`src/rtl/cluster_pkg.sv`:
```
// Shared types and widths for the cluster spawn path.
package cluster_pkg;
  localparam int ADDR_W          = 8;
  typedef logic [ADDR_W-1:0] addr_t;
  localparam int DEFAULT_N_PROCS = 4;
  localparam int STAT_W          = 16;
  localparam int DROP_CNT_W      = STAT_W;
  localparam int LAUNCH_CNT_W    = STAT_W;

  function automatic logic [STAT_W-1:0] sat_inc(input logic [STAT_W-1:0] v);
    return (v == {STAT_W{1'b1}}) ? v : v + STAT_W'(1);
  endfunction
endpackage

```
`src/rtl/spawn_fifo.sv`:
```
// Pending-spawn queue: power-of-two depth, wrapping pointers, occupancy held
// in a separate 0..DEPTH counter so full and empty are unambiguous.
module spawn_fifo
  import cluster_pkg::*;
#(
  parameter int DEPTH = 8
) (
  input  logic                   clk,
  input  logic                   rst,
  input  logic                   push,
  input  addr_t                  push_data,
  input  logic                   pop,
  output addr_t                  head,
  output logic                   full,
  output logic                   empty,
  output logic [$clog2(DEPTH):0] count
);
  localparam int PW = $clog2(DEPTH);
  localparam int CW = PW + 1;

  addr_t         mem [DEPTH];
  logic [PW-1:0] wr_ptr;
  logic [PW-1:0] rd_ptr;
  logic          do_push;
  logic          do_pop;

  assign full    = (count == CW'(DEPTH));
  assign empty   = (count == CW'(0));
  assign do_push = push && !full;
  assign do_pop  = pop && !empty;
  assign head    = mem[rd_ptr];

  always_ff @(posedge clk or posedge rst) begin
    if (rst) begin
      wr_ptr <= '0;
      rd_ptr <= '0;
      count  <= '0;
    end else begin
      if (do_push) wr_ptr <= wr_ptr + PW'(1);
      if (do_pop)  rd_ptr <= rd_ptr + PW'(1);
      case ({do_push, do_pop})
        2'b10:   count <= count + CW'(1);
        2'b01:   count <= count - CW'(1);
        default: count <= count;
      endcase
    end
  end

  // Payload storage carries no reset; only entries behind the pointers are read.
  always_ff @(posedge clk) begin
    if (do_push) mem[wr_ptr] <= push_data;
  end
endmodule

```
`src/rtl/spawn_dispatcher.sv`:
```
// SPAWN responder: per-core/boot pending slots -> arbiter -> FIFO -> launch on
// the lowest idle core. Define SPAWN_STATS_EN for drop/launch/peak-fill stats.
module spawn_dispatcher
  import cluster_pkg::*;
#(
  parameter int N_PROCS    = DEFAULT_N_PROCS,
  parameter int FIFO_DEPTH = 8
) (
  input  logic                           proc_clock,
  input  logic                           reset,
  input  logic                           BOOT,
  input  logic [ADDR_W-1:0]              BOOT_ADDR,
  input  logic [N_PROCS-1:0]             TRIGGER_SPAWN,
  input  logic [N_PROCS-1:0][ADDR_W-1:0] SPAWN_ADDR,
  input  logic [N_PROCS-1:0]             RUN,
  output logic [N_PROCS-1:0]             START,
  output logic [N_PROCS-1:0][ADDR_W-1:0] START_ADDR,
  output logic                           ALL_DONE,
  output logic                           DROPPED
`ifdef SPAWN_STATS_EN
  ,
  output logic [DROP_CNT_W-1:0]          DROP_COUNT,
  output logic [$clog2(FIFO_DEPTH):0]    PEAK_FILL,
  output logic [LAUNCH_CNT_W-1:0]        LAUNCH_COUNT
`endif
);
  localparam int NS        = N_PROCS + 1;
  localparam int BOOT_SLOT = N_PROCS;
  localparam int SW        = $clog2(NS);
  localparam int RRW       = $clog2(N_PROCS);
  localparam int CW        = $clog2(FIFO_DEPTH) + 1;

  logic [NS-1:0]      pend_valid;
  addr_t              pend_addr [NS];
  logic [NS-1:0]      trig;
  addr_t              trig_addr [NS];
  logic [NS-1:0]      grant;
  logic [NS-1:0]      occupied;
  logic [RRW-1:0]     rr_ptr;
  logic [RRW-1:0]     rr_next;
  logic [SW-1:0]      rr_idx;
  logic               found;
  logic               hit;
  addr_t              push_data;
  addr_t              fifo_head;
  logic               push;
  logic               pop;
  logic               fifo_full;
  logic               fifo_empty;
  logic [CW-1:0]      fifo_count;
  logic               drop_any;
  logic [N_PROCS-1:0] eligible;
  logic [N_PROCS-1:0] launch_onehot;

  assign trig = {BOOT, TRIGGER_SPAWN};

  always_comb begin
    for (int i = 0; i < N_PROCS; i++) trig_addr[i] = SPAWN_ADDR[i];
    trig_addr[BOOT_SLOT] = BOOT_ADDR;
  end

  // Boot slot wins outright; core slots rotate from the one after the last core granted.
  always_comb begin
    grant     = '0;
    rr_next   = rr_ptr;
    push_data = '0;
    found     = 1'b0;
    hit       = 1'b0;
    rr_idx    = '0;
    if (fifo_full) begin
      grant = '0;
    end else if (pend_valid[BOOT_SLOT]) begin
      grant[BOOT_SLOT] = 1'b1;
      push_data        = pend_addr[BOOT_SLOT];
    end else begin
      for (int k = 0; k < N_PROCS; k++) begin
        rr_idx        = SW'((int'(rr_ptr) + k) % N_PROCS);
        hit           = !found && pend_valid[rr_idx];
        grant[rr_idx] = hit;
        push_data     = hit ? pend_addr[rr_idx] : push_data;
        rr_next       = hit ? RRW'((int'(rr_idx) + 1) % N_PROCS) : rr_next;
        found         = found | hit;
      end
    end
  end

  // A slot being granted this edge counts as free, so it can recapture immediately.
  assign occupied = pend_valid & ~grant;
  assign drop_any = |(trig & occupied);
  assign push     = |grant;

  always_ff @(posedge proc_clock or posedge reset) begin
    if (reset) begin
      pend_valid <= '0;
      for (int i = 0; i < NS; i++) pend_addr[i] <= '0;
      rr_ptr  <= '0;
      DROPPED <= 1'b0;
    end else begin
      for (int i = 0; i < NS; i++) begin
        if (trig[i] && !occupied[i]) begin
          pend_valid[i] <= 1'b1;
          pend_addr[i]  <= trig_addr[i];
        end else if (grant[i]) begin
          pend_valid[i] <= 1'b0;
        end
      end
      rr_ptr  <= rr_next;
      DROPPED <= drop_any;
    end
  end

  spawn_fifo #(.DEPTH(FIFO_DEPTH)) u_fifo (
    .clk       (proc_clock),
    .rst       (reset),
    .push      (push),
    .push_data (push_data),
    .pop       (pop),
    .head      (fifo_head),
    .full      (fifo_full),
    .empty     (fifo_empty),
    .count     (fifo_count)
  );

  // A core with START still high has not raised RUN yet, so it is not idle.
  always_comb begin
    eligible = ~RUN & ~START;
    if (fifo_empty) begin
      launch_onehot = '0;
    end else begin
      launch_onehot = eligible & (~eligible + N_PROCS'(1));
    end
  end

  assign pop = |launch_onehot;

  always_ff @(posedge proc_clock or posedge reset) begin
    if (reset) begin
      START      <= '0;
      START_ADDR <= '0;
    end else begin
      START <= launch_onehot;
      for (int j = 0; j < N_PROCS; j++) begin
        if (launch_onehot[j]) START_ADDR[j] <= fifo_head;
      end
    end
  end

  assign ALL_DONE = (RUN == '0) && (pend_valid == '0) && (fifo_count == CW'(0)) && (START == '0);

`ifdef SPAWN_STATS_EN
  always_ff @(posedge proc_clock or posedge reset) begin
    if (reset) begin
      DROP_COUNT   <= '0;
      LAUNCH_COUNT <= '0;
      PEAK_FILL    <= '0;
    end else begin
      if (DROPPED)               DROP_COUNT   <= sat_inc(DROP_COUNT);
      if (START != '0)           LAUNCH_COUNT <= sat_inc(LAUNCH_COUNT);
      if (fifo_count > PEAK_FILL) PEAK_FILL   <= fifo_count;
    end
  end
`endif
endmodule

```
`config.mk`:
```
export PLATFORM = sky130hd
export DESIGN_NAME = spawn_dispatcher
export DESIGN_NICKNAME = d
export VERILOG_FILES = /design/src/rtl/cluster_pkg.sv /design/src/rtl/spawn_fifo.sv /design/src/rtl/spawn_dispatcher.sv
export SDC_FILE = /design/constraint.sdc
export NUM_CORES = 1
export LEC_CHECK = 0
export ABC_AREA = 1
export BUFFER_PORTS_ARGS = -buffer_cell sky130_fd_sc_hd__buf_2
export CAP_MARGIN = 20
export CORE_ASPECT_RATIO = 1.4
export CORE_MARGIN = 1
export CORE_UTILIZATION = 30
export CTS_CLUSTER_SIZE = 20
export DETAILED_ROUTE_END_ITERATION = 8
export PLACE_DENSITY = 0.44
export SYNTH_ARGS = -nofsm -noshare
export SYNTH_HDL_FRONTEND = slang
export SYNTH_SLANG_ARGS = --single-unit
```
`constraint.sdc`:
```
create_clock -name proc_clock -period 5.8 [get_ports proc_clock]
set_input_delay 0.58 -clock proc_clock [delete_from_list [all_inputs] [get_ports proc_clock]]
set_output_delay 0.58 -clock proc_clock [all_outputs]
set_load 0.005 [all_outputs]
```
Yosys cells after proc, flatten, opt, wreduce, memory -nomap -nowiden
Memory sizes are Yosys's and may differ from the RTL's.
Index checks and enable logic that the tools add are counted.
{"block": "classes", "eq_ne": 3, "n_mux": 58, "bitwise_logic": 20, "n_lt_le_gt_ge": 12, "n_addsub": 11, "n_reduce_logical": 45}
{"operator": "two-way mux 8 bit", "n": 14}
{"operator": "binary-select mux 8 bit (select 3 bit)", "n": 4}
{"operator": "two-way mux 1 bit", "n": 21}
{"operator": "logical AND 1 bit", "n": 17}
{"operator": "greater-or-equal comparator 4 bit (second input constant)", "n": 4}
{"operator": "bitwise mux 5 bit", "n": 3}
{"operator": "zero test 4 bit", "n": 3}
{"operator": "< comparator 3 x 4 -> 1 bit (second input constant)", "n": 3}
{"operator": "NOT 3 -> 4 bit", "n": 3}
{"operator": "NOT 4 bit", "n": 3}
{"operator": "nonzero test 2 bit", "n": 6}
{"operator": "bitwise AND 5 bit", "n": 2}
{"operator": "zero test 1 bit", "n": 10}
{"operator": "OR reduction 5 bit", "n": 2}
{"operator": "binary-select mux 1 bit (select 3 bit)", "n": 3}
{"operator": "demux 1 bit (select 3 bit)", "n": 3}
{"operator": "greater-or-equal comparator 3 x 1 -> 1 bit (second input constant)", "n": 3}
{"operator": "adder 2 x 1 -> 2 bit (second input constant)", "n": 4}
{"operator": "adder 4 x 1 -> 4 bit (second input constant)", "n": 2}
{"operator": "bitwise AND 4 bit", "n": 2}
{"operator": "two-way mux 2 bit", "n": 4}
{"operator": "two-way mux 4 bit", "n": 2}
{"operator": "one-hot mux 4 bit (2 select lines)", "n": 1}
{"operator": "adder 3 x 1 -> 3 bit (second input constant)", "n": 2}
{"operator": "21 further kinds", "n": 28}
{"block": "word_totals", "output_inout_bits": 38, "ram_bits": 64, "reg_bits": 94, "memories": 1}
{"memory": "u_fifo.mem", "words": 8, "width": 8, "read_ports": 1, "rd_clocked_by_memory_dff": 0, "write_ports": 1, "line_no": "spawn_fifo.sv:21", "rtl": "addr_t mem [DEPTH];"}

Longest topological paths before layout
{"block": "logic_depth", "ltp_word": 20, "mapped_depth": 26}

Cells and area by module
From an unflattened synthesis, not the netlist that was laid out.
{"block": "hier_totals", "cells_unflattened": 1000, "area_unflattened_um2": 8077.7}
{"module": "spawn_dispatcher", "instances": 1, "area_each_um2": 4672.0, "seq_area_each_um2": 2102.0, "cells_per_inst": 642}
{"module": "spawn_fifo", "instances": 1, "area_each_um2": 3405.8, "seq_area_each_um2": 2172.1, "cells_per_inst": 358}

Worst setup path before layout
No wires, ideal clock.
{"block": "synth_timing", "path_type": "reg2reg", "from": "register rr_ptr[1]", "to": "register u_fifo.count[3]", "path_stages_with_launch": 26, "period_less_slack_ps": 3676, "arrival_ps": 3553, "setup_ps": 123, "required_time_ps": 5677, "setup_slack_ps": 2124, "cell_sequence": "dfrtp_1 -> buf_4 -> inv_2 -> buf_2 -> clkbuf_1 -> ha_1 -> buf_2 -> nand3_1 -> nand2_2 -> nand3_2 -> inv_1 -> nand2_1 -> nand3_1 -> nor2b_2 -> nor2_4 -> nand2_4 -> inv_4 -> ha_1 -> ha_1 -> nand2_1 -> nor2_1 -> a211oi_1 -> nor2_1 -> nor2_1 -> nand2_1 -> xnor2_1"}
{"block": "synth_between", "elab_chain_cells": 19}
{"item": "start, declared", "line_no": "spawn_dispatcher.sv:39", "rtl": "logic [RRW-1:0] rr_ptr;"}
{"item": "start signal, assigned", "line_no": "spawn_dispatcher.sv:107", "rtl": "rr_ptr <= rr_next;"}
{"item": "parallel branches: the longest is 12 deep, another holds < comparator 3 x 4 -> 1 bit"}
{"item": "bitwise mux 5 bit (*)", "line_no": "spawn_dispatcher.sv:79", "rtl": "grant[rr_idx] = hit;"}
{"item": "two-way mux 4 bit or two-way mux 1 bit (tied branches)", "line_no": "spawn_dispatcher.sv:72", "rtl": "end else if (pend_valid[BOOT_SLOT]) begin"}
{"item": "two-way mux 5 bit (*)", "line_no": "spawn_dispatcher.sv:70", "rtl": "if (fifo_full) begin"}
{"item": "OR reduction 5 bit (*)", "line_no": "spawn_dispatcher.sv:90", "rtl": "assign push = |grant;"}
{"item": "logical AND 1 bit (*)", "line_no": "spawn_fifo.sv:29", "rtl": "assign do_push = push && !full;"}
{"item": "equality test 2 x 1 -> 1 bit or equality test 2 bit (tied branches)", "line_no": "spawn_fifo.sv:41", "rtl": "case ({do_push, do_pop})"}
{"item": "one-hot mux 4 bit (2 select lines) or nonzero test 2 bit (tied branches)"}
{"item": "end signal, assigned", "line_no": "spawn_fifo.sv:42", "rtl": "2'b10: count <= count + CW'(1);"}
{"item": "end signal, assigned", "line_no": "spawn_fifo.sv:43", "rtl": "2'b01: count <= count - CW'(1);"}
{"item": "end signal, assigned", "line_no": "spawn_fifo.sv:44", "rtl": "default: count <= count;"}
{"item": "end, declared", "line_no": "spawn_fifo.sv:16", "rtl": "output logic [$clog2(DEPTH):0] count"}
Every way passes the cells marked *. The select of a mux whose other input is x is not followed.
A chain may end at the register's enable or synchronous reset.

Worst setup path in the final report
Ends and elaborated chain as after synthesis.

==> metrics <==
vias post-DR slightly below 6k; Post-Route WL around 20000 µm; final setup TNS 0 ps; post-route cell area between 0.008 and 0.009 mm²; total track usage around 17%; crit start category flop; Slowest-stage cell, CP dfrtp_1; DR vias/cell roughly 4.8; Crit Path Max Fanout 23; status completed; CTS Root Cell clkbuf_16; crit share post-route 73.76%; core area between 0.02 and 0.03 mm²; Final Hold Fails 0; worst hold path class in -> async; first-pass detailed-route iteration total 5; grt ovf 0; post-route minimum period ~4300 ps; register-to-register setup slack about 1500 ps; Ports between 80 and 90; post-synthesis mux area share 1.183%; Compound-Gate Fraction of Synth Area between 10% and 20%; worst path required time 6120 ps; Worst VDD drop 0.0002666 V; EDFF count, synth between 60 and 70; clock buffer depth 2; most common cell after layout, fill and taps aside nand2_1; final-report max-slew violation count 0; starting density of the core 30.52%; met3 global-route usage ~3.2%; ANT nets after route 0; async set or reset register ratio after synthesis around 59%; global placement routability congestion roughly 0.79; P_leak approximately 4 nW; Yosys top cell area share 30.47%; Worst slew margin a little under a third; met2 Usage GRT 31.23%; PostCTS Resize Cnt 0; layout cells sized above 1 roughly 17%; CP startpoint rr_ptr[1]; CP max stage delay between 700 and 800 ps; Worst path most repeated cell nand2_1; MaxCap Viol Count 0; Worst-path clk slew about 70 ps; Port Buf Inserts 88; Yosys top cell by area dfrtp_1; top cells by area, synth dfrtp_1, edfxtp_1, nand2_1; Synth Warn # 0; Die Ht 191.8 µm; Die X-Extent 137.6 µm; Routed WL per cell between 15 and 20 µm; layer with the highest usage met2; Synth Instances between 800 and 900; register area share after synthesis 55.36%; area of placed instances around 0.0084 mm²; most frequent cells in the layout nand2_1, o21ai_0, dfrtp_1; number of remaining DRC errors 0; first-pass GRT wire length between 30000 and 40000 µm; Peak Freq 233.8 MHz; syn_nets ~910; largest net degree at the start of global routing 60; initial antenna violation count 0; Antenna diodes 0; vias in the first global route about 5.8k; M1 GR Usage between 10% and 20%; cts-stage hold buffer count 0; XOR/XNOR share of the synthesized area less than 1%; Synth Register Bits 158; slew at the pin closest to its max-slew limit a little over 1000 ps; R2R Path End u_fifo.count[3]; CTS tree done; RSZ-0062 raised after global routing no; Syn Area/Cell just over 9 µm²; register area ~0.0043 mm²; H-tree depth 4; std cell rows slightly below 70; Adder-Cell Fraction of Synth Area between 1.5 and 2%; Fill cells 2628; 1st-iter DRT viols ~280; Post-CTS Setup Bufs 0; synthesis-to-finish area growth 16.45%; critical path endpoint category flop; Clock Sinks 158; DP Wirelength between 10000 and 15000 µm; setup violators final 0; Skew-Pair Late Insertion Delay approximately 430 ps; Post-Synth Simple-Gate Area 21.55%; Cell Area, Synth 0.007721 mm²; die area ~0.026 mm²; largest family of logic cells by synthesized area simple AND/OR/NAND/NOR gates; crit path kind reg -> reg; pwr/cell area between 600 and 700 mW/mm²; crit path DAT ~4600 ps; Multi-input gate area 0.003039 mm²; clock skew 10.91 ps; Synth Flop Type dfrtp_1; worst-path cell chain inv_2, ha_1, inv_1, nand2_1, nand2_1, nand2_1, nand2_1, nand2_1, nand3_1, nand2_1, nand2_1, nor2_4, nand2_4, inv_4, ha_1, ha_1, nand2_1, nor2_1, a211oi_1, nor2_1, nor2_1, nand2_1, xnor2_1; nets a little under 1k; CTS buffer count 17; reg2reg start rr_ptr[1]; R2R depth 23; Yosys cell types 43
## registers in the layout, indices dropped and copies added, names as in the netlist
signal	count
u_fifo.mem	64
pend_addr	40
START_ADDR	32
pend_valid	5
START	4
u_fifo.count	4
u_fifo.rd_ptr	3
u_fifo.wr_ptr	3
rr_ptr	2
DROPPED	1
## cell families after synthesis
logic type	count (synthesis)
flip-flops	158
AND/OR/NAND/NOR	382
buffers and inverters	99
multiplexers	9
AO/OA/AOI/OAI	182
XOR/XNOR	7
adder cells (fa/ha/maj)	10
## metrics by stage
stage | cells | hold slack (ps) | setup WS, ps | power (mW) | util, %
2_1_floorplan | 847 | 441.9 | 2124 | 3.952 | -
3_3_place_gp | 1217 | 458.0 | 1604 | 4.814 | 33.24
3_5_place_dp | 1217 | 458.3 | 1556 | 4.823 | 33.24
4_1_cts | 1249 | 325.9 | 1539 | 5.953 | 35.54
5_1_grt | 1249 | 362.4 | 1010 | 6.386 | 35.54
6_report | 1249 | 311.0 | 1522 | 5.844 | 35.54
## cells in the mapped netlist (9+ instances only)
master    instances
a21oi_1          12
buf_2             9
clkbuf_1         29
dfrtp_1          94
edfxtp_1         64
ha_1              9
inv_1            51
nand2_1         219
nand3_1          57
nor2_1           72
o211ai_1         22
o21ai_0         108
## final cells by class
| cell class | instances | share of cell area (%) |
|---|---|---|
| repair buffers | 93 | 5.316 |
| clock inverters | 15 | 1.739 |
| inverters | 57 | 2.435 |
| flip-flops and latches | 158 | 47.54 |
| multi-input cells | 590 | 33.80 |
| clock buffers | 17 | 4.731 |
| well taps | 319 | 4.439 |
## power breakdown
part | switching (mW) | internal (mW)
registers | 0.261 | 1.75
logic | 1.88 | 0.848
clock network | 0.500 | 0.606
total | 2.64 | 3.21
## worst max-delay path by stage
stage / slack (ps) / cells after the start / end
floorplan: 2120 / 25 / u_fifo.count[3]
global route: 1010 / 23 / u_fifo.count[3]
CTS: 1540 / 22 / u_fifo.count[3]
detailed placement: 1560 / 22 / u_fifo.count[3]
global placement: 1600 / 23 / u_fifo.count[3]
finish: 1520 / 23 / u_fifo.count[3]
## layer usage
layer,up-vias,wire length (µm)
li1,3033,-
met1,2800,8387
met2,103,11100
met3,17,549
met4,0,296
met5,-,0
## critical path, delay by kind of cell, from the launching register on
| kind | cells | cell delay [ps] |
|---|---|---|
| buf+inv | 3 | 530 |
| xor+xnor | 1 | 120 |
| fa+ha+maj | 3 | 930 |
| simple gates | 15 | 1580 |
| flops | 1 | 770 |
| compound gates | 1 | 250 |
Note: power is estimated with default switching activity, not from simulation.
